### src/rtl/inst_fetch_unit_pkg.sv
// Shared types and defaults for the instruction fetch front-end.
package inst_fetch_unit_pkg;

  localparam int unsigned IFU_DEPTH    = 4;
  localparam logic [31:0] IFU_RESET_PC = 32'h0;
  localparam int unsigned INST_W       = 32;

  // One buffered fetch: the instruction word and the PC it was fetched from.
  typedef struct packed {
    logic [31:0]       pc;
    logic [INST_W-1:0] inst;
  } fetch_entry_t;

  // Fetch addresses are always word aligned; the low two bits are dropped.
  function automatic logic [31:0] word_align(input logic [31:0] addr);
    return {addr[31:2], 2'b00};
  endfunction

endpackage

### src/rtl/inst_fetch_unit_fetch_queue.sv
// Small synchronous FIFO of fetch entries; flush wins over push.
module fetch_queue
  import inst_fetch_unit_pkg::*;
#(
  parameter int unsigned DEPTH = IFU_DEPTH,
  localparam int unsigned AW   = $clog2(DEPTH),
  localparam int unsigned CW   = AW + 1
) (
  input  logic         clk,
  input  logic         reset,
  input  logic         push,
  input  fetch_entry_t push_data,
  input  logic         pop,
  input  logic         flush,
  output fetch_entry_t head,
  output logic [CW-1:0] count,
  output logic         full,
  output logic         empty
);

  fetch_entry_t  mem [DEPTH];
  logic [AW-1:0] rd_ptr;
  logic [AW-1:0] wr_ptr;
  logic          do_pop;
  logic          do_push;

  assign do_pop  = pop & ~empty;
  assign do_push = push & ~flush;

  // Pointer and occupancy tracking; flush empties the queue outright.
  always_ff @(posedge clk or negedge reset) begin
    if (!reset) begin
      rd_ptr <= '0;
      wr_ptr <= '0;
      count  <= '0;
    end else if (flush) begin
      rd_ptr <= '0;
      wr_ptr <= '0;
      count  <= '0;
    end else begin
      if (do_push) wr_ptr <= wr_ptr + AW'(1);
      if (do_pop)  rd_ptr <= rd_ptr + AW'(1);
      count <= count + CW'(do_push) - CW'(do_pop);
    end
  end

  // Entry storage; contents need no reset since count gates visibility.
  always_ff @(posedge clk) begin
    if (do_push) mem[wr_ptr] <= push_data;
  end

  assign head  = mem[rd_ptr];
  assign full  = (count == CW'(DEPTH));
  assign empty = (count == '0);

endmodule

### src/rtl/inst_fetch_unit.sv
// Instruction fetch front-end: owns the fetch PC, issues word fetches,
// buffers responses with their PCs and streams them to the core.
module inst_fetch_unit
  import inst_fetch_unit_pkg::*;
#(
  parameter int unsigned DEPTH    = IFU_DEPTH,
  parameter logic [31:0] RESET_PC = IFU_RESET_PC
) (
  input  logic        clk,
  input  logic        reset,
  output logic        imem_req_valid,
  input  logic        imem_req_ready,
  output logic [31:0] imem_req_addr,
  input  logic        imem_resp_valid,
  input  logic [31:0] imem_resp_data,
  output logic        inst_valid,
  input  logic        inst_ready,
  output logic [31:0] inst,
  output logic [31:0] inst_pc,
  input  logic        redirect_valid,
  input  logic [31:0] redirect_pc,
  input  logic        halt,
  output logic        idle
);

  localparam int unsigned CW = $clog2(DEPTH) + 1;

  logic [31:0]   fetch_pc;
  logic [31:0]   resp_pc;
  logic [31:0]   redirect_target;
  logic [CW-1:0] outstanding;
  logic [CW-1:0] outstanding_next;
  logic [CW-1:0] drop_cnt;
  logic [CW-1:0] q_count;
  logic [CW:0]   in_use;
  logic          req_fire;
  logic          q_push;
  logic          q_pop;
  logic          q_full;
  logic          q_empty;
  fetch_entry_t  q_push_data;
  fetch_entry_t  q_head;

  // Queued plus in-flight fetches are capped at DEPTH so every response has a slot.
  assign in_use          = {1'b0, q_count} + {1'b0, outstanding};
  assign imem_req_valid  = reset & ~halt & ~redirect_valid & (in_use < (CW+1)'(DEPTH));
  assign imem_req_addr   = fetch_pc;
  assign req_fire        = imem_req_valid & imem_req_ready;

  assign redirect_target  = word_align(redirect_pc);
  assign outstanding_next = outstanding + CW'(req_fire) - CW'(imem_resp_valid);

  // Stale responses are swallowed while drop_cnt is nonzero; a redirect flushes any push.
  assign q_push      = imem_resp_valid & (drop_cnt == '0);
  assign q_push_data = '{pc: resp_pc, inst: imem_resp_data};
  assign q_pop       = inst_valid & inst_ready;

  fetch_queue #(
    .DEPTH(DEPTH)
  ) u_queue (
    .clk      (clk),
    .reset    (reset),
    .push     (q_push),
    .push_data(q_push_data),
    .pop      (q_pop),
    .flush    (redirect_valid),
    .head     (q_head),
    .count    (q_count),
    .full     (q_full),
    .empty    (q_empty)
  );

  // Outstanding/drop accounting; a redirect marks everything still in flight as stale.
  always_ff @(posedge clk or negedge reset) begin
    if (!reset) begin
      outstanding <= '0;
      drop_cnt    <= '0;
    end else begin
      outstanding <= outstanding_next;
      if (redirect_valid)
        drop_cnt <= outstanding_next;
      else if (imem_resp_valid && (drop_cnt != '0))
        drop_cnt <= drop_cnt - CW'(1);
    end
  end

  // Fetch PC advances per accepted request, response PC per kept response.
  always_ff @(posedge clk or negedge reset) begin
    if (!reset) begin
      fetch_pc <= RESET_PC;
      resp_pc  <= RESET_PC;
    end else if (redirect_valid) begin
      fetch_pc <= redirect_target;
      resp_pc  <= redirect_target;
    end else begin
      if (req_fire) fetch_pc <= fetch_pc + 32'd4;
      if (q_push)   resp_pc  <= resp_pc + 32'd4;
    end
  end

  assign inst_valid = ~q_empty;
  assign inst       = q_head.inst;
  assign inst_pc    = q_head.pc;
  assign idle       = q_empty & (outstanding == '0);

  // The issue cap must make an overflowing push impossible.
  push_not_full_a: assert property (@(posedge clk) disable iff (!reset)
    !(q_push && !redirect_valid && q_full));

endmodule

### config.mk
export PLATFORM = sky130hd
export DESIGN_NAME = inst_fetch_unit
export DESIGN_NICKNAME = d
export VERILOG_FILES = /design/src/rtl/inst_fetch_unit_pkg.sv /design/src/rtl/inst_fetch_unit_fetch_queue.sv /design/src/rtl/inst_fetch_unit.sv
export SDC_FILE = /design/constraint.sdc
export NUM_CORES = 1
export LEC_CHECK = 0
export ABC_CLOCK_PERIOD_IN_PS = 2800
export CAP_MARGIN = 20
export CORE_MARGIN = 3
export CORE_UTILIZATION = 34
export CTS_CLUSTER_DIAMETER = 80
export DETAILED_ROUTE_END_ITERATION = 8
export SYNTH_ARGS = -nofsm -noshare
export SYNTH_HDL_FRONTEND = slang
export SYNTH_SLANG_ARGS = --single-unit
export TNS_END_PERCENT = 100
### constraint.sdc
create_clock -name clk -period 2.8 [get_ports clk]
set_clock_uncertainty 0.05 [all_clocks]
set_input_delay 0.42 -clock clk [delete_from_list [all_inputs] [get_ports clk]]
set_output_delay 0.42 -clock clk [all_outputs]
set_load 0.02 [all_outputs]
==> reports/metrics.cfg <==
[pwr]
finalPower_mw=13.6
p_per_area_nw_per_um2=803
p_leak_nw=5.84
p_comb_frac=0.248
sw_frac_of_total=0.276
switchingPower_mw=3.75
ir_drop_v=0.000415
p_seq_frac=0.421
p_clk_frac=0.331
p_int_mw=9.82

[grt]
global_route.overflow_total=0
track_usage=0.145
grt_pass1_vias=8069
grt_pass1_wl_mm=46.6
antenna_found_initial=0
grt_max_degree=43

[clock_tree]
cts_sinks=321
cts_tree=built
clk_latency_ps=510
root_buffer=clkbuf_16
cts_max_path_buffers=3
path_clk_slew_ps=60
cts_made_buffers=36
cts_htree_levels=2
hold_buffers=0

[layout]
final_area_um2=16900
synthToLayoutAreaGrowth_pct=29.2
most-common-layout-cells=edfxtp_1, clkdlybuf4s50_1, dfrtp_1
num_antenna_cells=0
ff_latch_area_um2=9280
nets=1094
fillCellCount=3346
multiInputGateArea_um2=3610
drive_gt1_frac=0.177
layout_commonest_cell=edfxtp_1

[placement]
place_hpwl_mm=19.7
dp_slack_ps=-171
io_buffer_count=163
place_congestion=0.790
place_area_um2=15700

[sta]
tightest_slew_ps=648
slew_violations=0
setup-tns-final_ps=0
fin_crit_sh=0.961
postLayoutSetupSlackWorst_ps=108
rsz0062_at_grt=true
hold_viol_final=0
fmax_ghz=0.372
period_needed_ps=2690
max-slew-margin-rel=0.566
setup_viol_count_final=0

[logic_synthesis]
syn_inst=790
synth_seq_cells=321
synth-edff-count=248
yosys.area.top_type=edfxtp_1
netlist.area_leader.share=0.570
netlist_area_um2=13100
synth_area_leaders=edfxtp_1, dfrtp_1, mux4_2
synth_cell_types=44
synth_area_per_cell_um2=16.5
ys.flop_type=edfxtp_1
synthArstFlopShare=0.227
yosysWarnings=0
seq_area_frac_synth=0.709

[min_path]
hp-class=in -> async

[worst_setup_path]
rr_startpoint=outstanding[1]
path_cells=buf_12 -> mux4_2 -> clkdlybuf4s50_1
crit_family=buffers and inverters
cp_num_buf_inv=2
critPathLaunchType=flip-flop
reg2reg_slack_ps=120
r2r.worst_path.cells=12
end_kind=primary output
cpPeakStageDelay_ps=570
r2r-end=drop_cnt[2]
cp_max_fo=9
worstPathRequired_ps=2330
cp.arrival_ps=2220
slowest_stage=clkdlybuf4s50_1
worstSetupPathType=reg -> out

[run_status]
status=completed

[floorplanning]
die_w_um=202
start_util=0.346
ioPinCount=170
num_rows=71
dieArea_um2=40800
chipHeight_um=202
fp.coreArea_um2=37800

[routing]
drc=0
wl_mm=29.4
drtIter0Drc=326
ant_nets=0
wl_per_cell_um=19.1
vias=7685
routed_via_density=4.98
dr.pass1.iters=4

[flow_run]
cap_violations=0

## power groups by stage
stage	logic [mW]	clock network, mW	registers (mW)
2_1_floorplan	1.96	0	5.78
3_5_place_dp	3.46	0	5.89
6_report	3.36	4.49	5.72
4_1_cts	3.41	4.60	5.72
5_1_grt	3.66	4.83	5.76
3_3_place_gp	3.44	0	5.88
## metrics by stage
| stage | hold WS (ps) | util | instances |
|---|---|---|---|
| floorplan | 74.4 | - | 793 |
| global placement | 458 | 0.417 | 1473 |
| detailed placement | 468 | 0.417 | 1473 |
| CTS | 45.3 | 0.446 | 1539 |
| global route | 54.4 | 0.447 | 1543 |
| finish | 23.1 | 0.447 | 1543 |
## worst max path at each step
stage,cells after the start,endpoint,start
5_1_grt,12,drop_cnt[2],outstanding[1]
2_1_floorplan,14,drop_cnt[2],outstanding[2]
4_1_cts,4,inst_pc[3],u_queue.rd_ptr[0]
6_report,3,inst_pc[28],u_queue.rd_ptr[0]
3_5_place_dp,12,drop_cnt[2],halt
3_3_place_gp,12,drop_cnt[2],halt
## registers in the layout, summed over array words and instances (netlist names)
signal and count:
u_queue.mem 248, imem_req_addr 30, resp_pc 30, drop_cnt 3
outstanding 3, u_queue.count 3, u_queue.rd_ptr 2, u_queue.wr_ptr 2
## cell usage after synthesis (3+ instances only)
library cell,number
ha_1,14
nor3_1,7
edfxtp_1,248
o21ai_0,43
o311ai_0,5
o31a_1,3
and2_1,7
a31oi_1,5
mux2_2,4
nand2_1,56
o211ai_1,16
xnor2_1,18
buf_1,7
and3_1,9
nor4_1,9
nand4_1,21
clkbuf_1,24
nor2_1,31
xor2_1,23
mux4_2,62
nand3_1,44
buf_4,4
dfrtp_1,73
inv_1,21
a21oi_1,9
## per-layer routing
| metal | vias to the layer above | GRT usage | share of wire |
|---|---|---|---|
| li1 | 3505 | - | - |
| met1 | 3872 | 0.206 | 0.45 |
| met2 | 276 | 0.231 | 0.47 |
| met3 | 32 | 0.0311 | 0.063 |
| met4 | 0 | 0.0339 | 0.015 |
| met5 | - | 0 | 0 |
## final cells by class
type / count / area share
clock buffer: 46 / 0.0574
clock inverter: 17 / 0.00919
inverter: 23 / 0.00519
multi-input combinational: 413 / 0.214
sequential: 321 / 0.549
tap: 511 / 0.0379
timing repair buffer: 212 / 0.127
## timing repair
item                       in CTS  in global routing
setup endpoints to repair      63                  3
resized for setup              56                  9
setup buffers                   3                  3
pin swaps                       0                  5
## cell families (layout without fill, tap and decap cells)
| logic type | after synthesis | count (layout) | share of synthesized area |
|---|---|---|---|
| flops | 321 | 321 | 0.709 |
| simple gates | 201 | 201 | 0.0784 |
| compound gates | 85 | 85 | 0.0391 |
| mux | 66 | 66 | 0.110 |
| buf+inv | 59 | 298 | 0.0187 |
| xor+xnor | 41 | 41 | 0.0275 |
| fa+ha+maj | 16 | 16 | 0.0165 |
| other cells | 1 | 4 | 0.000287 |
Note: power is estimated with default switching activity, not from simulation.
